## config.mk

```make
export PLATFORM = sky130hd
export DESIGN_NAME = ref_block_loader
export DESIGN_NICKNAME = d
export VERILOG_FILES = /design/src/rtl/ref_loader_pkg.sv /design/src/rtl/ref_block_loader_bank.sv /design/src/rtl/ref_block_loader.sv
export SDC_FILE = /design/constraint.sdc
export NUM_CORES = 2
export LEC_CHECK = 0
export CORE_UTILIZATION = 49
export DETAILED_ROUTE_END_ITERATION = 10
export PLACE_DENSITY_LB_ADDON = 0.25
export SYNTH_ARGS = -nofsm -noshare
export SYNTH_HDL_FRONTEND = slang
export SYNTH_SLANG_ARGS = --single-unit
```

## constraint.sdc

```tcl
create_clock -name clk -period 5.9 [get_ports clk]
set_input_delay 1.475 -clock clk [delete_from_list [all_inputs] [get_ports clk]]
set_output_delay 1.475 -clock clk [all_outputs]
set_load 0.1 [all_outputs]
```

## src/rtl/ref_loader_pkg.sv

```systemverilog
// Purpose: shared constants and types for the reference block loader.
// Latency: n/a (types and constants only).
// Backpressure: n/a.
package ref_loader_pkg;

  localparam int BLK_DIM = 15;
  localparam int PIX_W   = 8;
  localparam int ROW_W   = 120;

  // Row/column pointer into a 15x15 block
  typedef logic [3:0] ptr_t;

  localparam ptr_t PTR_LAST = 4'(BLK_DIM - 1);

endpackage

```

## src/rtl/ref_block_loader_bank.sv

```systemverilog
// Purpose: one 15x120 reference storage bank, byte write port and row read port.
// Latency: write lands on the clock edge; row read is combinational.
// Backpressure: none; the caller decides when to write.
module ref_bank
  import ref_loader_pkg::*;
(
  input  logic             clk,
  input  logic             wr_en,
  input  ptr_t             wr_row,
  input  ptr_t             wr_col,
  input  logic [PIX_W-1:0] wr_pix,
  input  ptr_t             rd_row,
  output logic [ROW_W-1:0] rd_dat
);

  // Pixel storage is deliberately not reset; validity is tracked by the loader.
  logic [ROW_W-1:0] mem_q [BLK_DIM];

  // Byte write into the addressed row
  always_ff @(posedge clk) begin
    if (wr_en) begin
      mem_q[wr_row][wr_col*PIX_W +: PIX_W] <= wr_pix;
    end
  end

  // Row read; pointer 15 has no storage behind it and reads as zero
  always_comb begin
    rd_dat = '0;
    if (rd_row <= PTR_LAST) begin
      rd_dat = mem_q[rd_row];
    end
  end

endmodule

```

## src/rtl/ref_block_loader.sv

```systemverilog
// Purpose: fills 15x15 reference blocks in raster order; optional ping-pong via REF_LOADER_PINGPONG_EN.
// Latency: blk_valid rises one cycle after the 225th beat; in_row is combinational from next_row.
// Backpressure: s_ready drops while the write bank is full, returns the cycle after blk_done frees it.
module ref_block_loader
  import ref_loader_pkg::*;
(
  input  logic             clk,
  input  logic             rst,
  input  logic             s_valid,
  output logic             s_ready,
  input  logic [PIX_W-1:0] s_pixel,
  output logic             blk_valid,
  input  logic             blk_done,
  input  logic [7:0]       next_row,
  output logic [ROW_W-1:0] in_row,
  output logic [3:0]       fill_row,
  output logic [3:0]       fill_col
);

`ifdef REF_LOADER_PINGPONG_EN
  localparam logic PINGPONG = 1'b1;
`else
  localparam logic PINGPONG = 1'b0;
`endif

  ptr_t       fill_row_q, fill_row_d;
  ptr_t       fill_col_q, fill_col_d;
  logic [1:0] full_q, full_d;
  logic       wr_sel_q, wr_sel_d;
  logic       rd_sel_q, rd_sel_d;

  logic             accept;
  logic             last_beat;
  logic             done_acc;
  logic [ROW_W-1:0] bank_row [2];

  assign s_ready   = rst & ~full_q[wr_sel_q];
  assign blk_valid = rst & full_q[rd_sel_q];
  assign accept    = s_valid & s_ready;
  assign done_acc  = blk_done & blk_valid;
  assign last_beat = (fill_row_q == PTR_LAST) && (fill_col_q == PTR_LAST);
  assign fill_row  = rst ? fill_row_q : 4'd0;
  assign fill_col  = rst ? fill_col_q : 4'd0;

`ifdef REF_LOADER_PINGPONG_EN
  ref_bank u_bank0 (
    .clk    (clk),
    .wr_en  (accept && !wr_sel_q),
    .wr_row (fill_row_q),
    .wr_col (fill_col_q),
    .wr_pix (s_pixel),
    .rd_row (next_row[3:0]),
    .rd_dat (bank_row[0])
  );
  ref_bank u_bank1 (
    .clk    (clk),
    .wr_en  (accept && wr_sel_q),
    .wr_row (fill_row_q),
    .wr_col (fill_col_q),
    .wr_pix (s_pixel),
    .rd_row (next_row[3:0]),
    .rd_dat (bank_row[1])
  );
`else
  ref_bank u_bank0 (
    .clk    (clk),
    .wr_en  (accept),
    .wr_row (fill_row_q),
    .wr_col (fill_col_q),
    .wr_pix (s_pixel),
    .rd_row (next_row[3:0]),
    .rd_dat (bank_row[0])
  );
  assign bank_row[1] = '0;
`endif

  // Read mux: only a full read bank and an in-range row produce data
  always_comb begin
    in_row = '0;
    if (blk_valid && (next_row <= 8'(BLK_DIM - 1))) begin
      in_row = bank_row[rd_sel_q];
    end
  end

  // Next-state: raster pointers, full flags and bank selects
  always_comb begin
    fill_row_d = fill_row_q;
    fill_col_d = fill_col_q;
    full_d     = full_q;
    wr_sel_d   = wr_sel_q;
    rd_sel_d   = rd_sel_q;
    if (accept) begin
      if (fill_col_q == PTR_LAST) begin
        fill_col_d = 4'd0;
        fill_row_d = (fill_row_q == PTR_LAST) ? 4'd0 : fill_row_q + 4'd1;
      end else begin
        fill_col_d = fill_col_q + 4'd1;
      end
      if (last_beat) begin
        full_d[wr_sel_q] = 1'b1;
        wr_sel_d         = wr_sel_q ^ PINGPONG;
      end
    end
    // Release is independent of the fill: with two banks it never targets the bank just completed
    if (done_acc) begin
      full_d[rd_sel_q] = 1'b0;
      rd_sel_d         = rd_sel_q ^ PINGPONG;
    end
  end

  // State registers with synchronous active-low reset
  always_ff @(posedge clk) begin
    if (!rst) begin
      fill_row_q <= 4'd0;
      fill_col_q <= 4'd0;
      full_q     <= 2'b00;
      wr_sel_q   <= 1'b0;
      rd_sel_q   <= 1'b0;
    end else begin
      fill_row_q <= fill_row_d;
      fill_col_q <= fill_col_d;
      full_q     <= full_d;
      wr_sel_q   <= wr_sel_d;
      rd_sel_q   <= rd_sel_d;
    end
  end

endmodule

```

Word level (Yosys, flattened, before mapping)
Memory sizes are Yosys's and may differ from the RTL's.
Cells that the tools add are included.
{"block": "totals", "ff_bits": 9, "ramBits": 1800, "inputBits": 20, "output_inout_bits": 130, "n_memories": 1}
{"block": "op_classes", "n_addsub": 3, "order_cmp": 2, "n_eq_ne": 2, "n_shift": 2, "mux": 11, "bitwise": 5, "reduce_logical": 6}
{"name": "u_bank0.mem_q", "depth": 15, "word_bits": 120, "rd": 1, "rd_ports_with_merged_regs": 0, "write_ports": 1, "line": "ref_block_loader_bank.sv:17", "rtl": "logic [ROW_W-1:0] mem_q [BLK_DIM];"}
{"cell": "$mux 120", "count": 3}
{"cell": "$shift 8x34->120 const A", "count": 1}
{"cell": "$shiftx 8x34->120", "count": 1}
{"cell": "$neg 7->34", "count": 1}
{"cell": "$mux 4", "count": 4}
{"cell": "$add 4x1->4 const B", "count": 2}
{"cell": "$eq 4x4->1 const B", "count": 2}
{"cell": "$le 8x4->1 const B", "count": 1}
{"cell": "$and 1x1->1", "count": 4}
{"cell": "$le 4x4->1 const B", "count": 1}
{"cell": "$mux 1", "count": 4}
{"cell": "$reduce_and 2->1", "count": 2}
{"cell": "$reduce_bool 2->1", "count": 2}
{"cell": "$logic_and 1x1->1", "count": 2}
{"cell": "$not 1->1", "count": 1}

Depth between registers and ports, before layout
{"block": "logic_depth", "ltp_word": 5, "mapped_depth": 10}

Hierarchy
A second synthesis with hierarchy kept.
{"block": "unflattened", "hier_cells": 3787, "area_unflattened_um2": 72443.2}
{"mod": "ref_bank", "n_inst": 1, "cells_per_inst": 3588, "area_each_um2": 71009.4, "seq_area_each_um2": 54051.8}
{"mod": "ref_block_loader", "n_inst": 1, "cells_per_inst": 199, "area_each_um2": 1433.9, "seq_area_each_um2": 180.2}

Worst setup path before layout
OpenSTA, ideal clock, no wires.
{"block": "synth_path", "path_kind": "input to output", "from": "input rst", "to": "output in_row[100]", "t_arrival_ps": 4396, "required_ps": 4425, "slack_ps": 29, "cell_stages": 7, "path_cell_list": "buf_4 nand2_1 inv_1 nand3_1 clkbuf_1 clkbuf_1 a21oi_1"}
{"block": "synth_via", "elab_chain_cells": 3}
{"element": "start: declaration", "line": "ref_block_loader.sv:8", "rtl": "input logic rst,"}
{"element": "$and 1x1->1", "line": "ref_block_loader.sv:38", "rtl": "assign blk_valid = rst & full_q[rd_sel_q];"}
{"element": "via blk_valid", "line": "ref_block_loader.sv:12", "rtl": "output logic blk_valid,"}
{"element": "$logic_and 1x1->1", "line": "ref_block_loader.sv:80", "rtl": "if (blk_valid && (next_row <= 8'(BLK_DIM - 1))) begin"}
{"element": "$mux 120", "line": "ref_block_loader.sv:80"}
{"element": "end: declaration", "line": "ref_block_loader.sv:15", "rtl": "output logic [ROW_W-1:0] in_row,"}
The timed path passes the listed nets, and every way through them passes these cells.

Worst setup path after layout
{"block": "layout_path", "from": "input next_row[3]", "to": "output in_row[69]"}
{"block": "layout_via", "elab_chain_cells": 3}
{"element": "start: declaration", "line": "ref_block_loader.sv:14", "rtl": "input logic [7:0] next_row,"}
{"element": "$le 8x4->1 (tied with other cells)", "line": "ref_block_loader.sv:80"}
{"element": "$logic_and 1x1->1 / $mux 120 (equally long branches)", "line": "ref_block_loader.sv:80, ref_block_loader_bank.sv:29"}
{"element": "$mux 120 *", "line": "ref_block_loader.sv:80"}
Mark *: on every way between the ends. The rest lies on a longest branch, timed or not.

==> run metrics <==
outcome=finished clean; CP Class=input port to output pin; part of the power in combinational logic=0.032; # IOs=150; Sw Ratio=0.205; most common flop cell mapped by yosys=edfxtp_1; clock buffer count from CTS=177; Final Setup Violations=0; worst hold path endpoint=full_q[0]; fillers=10800; top-count cell post-synth=edfxtp_1; Area Growth Syn to Fin=14.9%; DRC=0; Netlist cell types=47; Reg-to-Reg Start=fill_col_q[1]; share of power burned in registers=0.539; met3 WL=11.2 mm; Power Dens Cells=313 nW/um2; vias=36800; register area share after synthesis=0.754; Die H=385 um; H-tree depth=4; fin crit share=0.888; Initial DRC Count=3487; worst hold slack=0.594 ns; EDFF count, synth=1800; CTS resizes=0; Avg Cell Area, Syn=18.0 um2; synth cell count leaders=1800 x edfxtp_1, 480 x mux2i_1, 302 x nor2_1; CTS sink cnt=1809; Hold Startpoint=full_q[0]; Tmin final=5.24 ns; latest clock arrival within the worst-skew pair=0.83 ns; max_slew headroom=0.164; FF-to-FF path depth=6; final hold vios=0; Sw Pwr=5.31 mW; max-cap violation count=0; worst clock skew=0.0441 ns; core area=146000 um2; critical path endpoint category=output pin; hold buffer count at CTS=0; Routed Antenna Nets=0; CP dominant cell by count=a21oi_1; Detailed Place HPWL=107 mm; CP top delay family=buffers and inverters; TritonCTS clock tree=built; Clk pwr share=0.429; setup repair after global routing missed its margin=false; syn_nets=4018; Synth area leaders=edfxtp_1 75%, mux4_2 7.5%, mux2i_1 6.7%; initial antenna violation count=8; area leader, netlist=edfxtp_1; internal power=20.6 mW; Starting Density=0.494; YS warnings=0; Crit Path Max Fanout=49; Worst-Margin Slew=1.25 ns; WL met2=86.0 mm; vias in the first global route=37100; top cell type's share of synthesized area=0.752; First-pass DRT Iterations=6; global-route wire length before repair=252 mm; DR WL/cell=27.6 um; postcts setup bufs=0; placer congestion estimate=0.792; PortBufs=149; Slew Viols, Final=0; CTS root buffer=clkbuf_16; Worst Slack Setup Final=0.659 ns; largest net degree at the start of global routing=96; row count=140; buffers and inverters on the worst path=3; total grt overflow=0; Top Layer Used=met5; Reg-to-Reg End=u_bank0.mem_q[7][96]; leak pwr=29.6 nW; Post-Synthesis Cell Area=71900 um2; worst reg-to-reg setup slack=2.19 ns; fin nets=4221; crit-path cells=buf_8 -> or3b_4 -> buf_4 -> o22ai_1 -> a21oi_1 -> a21oi_1 -> buf_12; crit path DAT=3.77 ns; CP max-delay cell=buf_4; Min-Delay Path Depth=2; fraction of registers with async set/reset=0; Hold/Removal Path Class=flip-flop to flip-flop; Largest stage delay, worst path=0.57 ns; crit start category=input port; Place WS=0.725 ns; routed length on met1=69.3 mm; worst path required time=4.43 ns; CTS Buffer Depth=3; Reg clk slew, reported paths=0.06 ns; wirelength, routed=173 mm; worst vdd ir=324 uV; Post-Syn Instances=3992; number of vias per cell=5.88; Setup TNS Final=0 ns; die area=148000 um2; flops & latches, synth=1809; Die Wd=385 um; Peak Freq=191 MHz; GRT Overall Usage=0.235; share of layout cells above drive strength 1=0.205
[cells in the final DEF (no fill, tap or decap), drive strengths merged, types with 2 or more instances in the layout]
cell type / instances
nor2b: 8
a21oi: 243
nor2: 302
nand3b: 3
mux2i: 480
nor4: 3
diode: 2
clkdlybuf4s50: 15
nor4b: 2
and3b: 2
o22ai: 121
nand2: 161
mux4: 240
buf: 260
o21ai: 128
nand3: 10
nor3b: 3
nor3: 3
clkinv: 74
dfxtp: 9
or2: 121
o21bai: 2
ha: 6
clkinvlp: 4
a21boi: 3
clkbuf: 226
and2: 67
edfxtp: 1800
or3: 2
bufinv: 15
inv: 11
nand2b: 2
o2111ai: 3
[routing by layer]
| layer | vias up | GRT usage |
|---|---|---|
| li1 | 16100 | - |
| met1 | 19000 | 0.314 |
| met2 | 1356 | 0.391 |
| met3 | 327 | 0.0401 |
| met4 | 2 | 0.0852 |
| met5 | - | 0 |
[flip-flops by register name, indices dropped and copies added, names as in the netlist]
signal / count
u_bank0.mem_q: 1800
fill_col_q: 4
fill_row_q: 4
full_q: 1
[how the worst max path moves through the flow]
stage,from,end,cells after the start
floorplan,rst,in_row[100],7
CTS,next_row[0],in_row[12],7
global route,next_row[3],in_row[64],7
detailed placement,next_row[0],in_row[12],7
finish,next_row[3],in_row[69],7
global placement,next_row[0],in_row[73],8
[per-stage QoR]
| stage | cells | power, mW | cell area (um2) | utilization |
|---|---|---|---|---|
| after floorplan | 3992 | 14.8 | 71900 | - |
| after global placement | 5933 | 15.1 | 76900 | 0.529 |
| after detailed placement | 5933 | 15.1 | 76900 | 0.529 |
| after CTS | 6257 | 26.0 | 82600 | 0.568 |
| after global routing | 6257 | 26.5 | 82600 | 0.568 |
| final | 6259 | 25.9 | 82700 | 0.568 |
[worst register-to-register path, stage by stage, from the launching register on]
cell and delay [ns]:
dfxtp_1 0.69, inv_1 0.14, ha_1 0.32, o21bai_1 0.20, a21oi_1 0.50, o2111ai_2 0.64, nor2_1 0.84
[layout make-up]
type	instances	area (um2)	share of cell area
Inverter	6	22.5	0.000272
Antenna cell	2	5.00	0.0000606
Clock buffer	226	4700	0.0568
Sequential cell	1809	54200	0.656
Clock inverter	98	1000	0.0122
Tap cell	1917	2400	0.0290
Multi-Input combinational cell	1926	16400	0.198
Timing Repair Buffer	275	3940	0.0477
[power by group through the flow]
| stage | Clock, mW | Combinational, mW | Sequential (mW) |
|---|---|---|---|
| floorplan | 0 | 0.579 | 14.2 |
| global placement | 0 | 0.824 | 14.2 |
| detailed placement | 0 | 0.828 | 14.2 |
| CTS | 11.2 | 0.830 | 14.0 |
| global route | 11.7 | 0.870 | 14.0 |
| finish | 11.1 | 0.824 | 14.0 |
[cell families (layout without fill, tap and decap cells)]
family | after synthesis | count (layout) | share of synthesized area
DFF | 1809 | 1809 | 0.754
muxes | 720 | 720 | 0.142
and+or+nand+nor | 693 | 693 | 0.0451
AOI/OAI and AO/OA | 505 | 505 | 0.0381
buffers and inverters | 257 | 605 | 0.0193
adders and majority gates | 6 | 6 | 0.00104
xor gates and xnor gates | 2 | 2 | 0.000244
other | 0 | 2 | 0
Note: power is estimated with default switching activity, not from simulation.
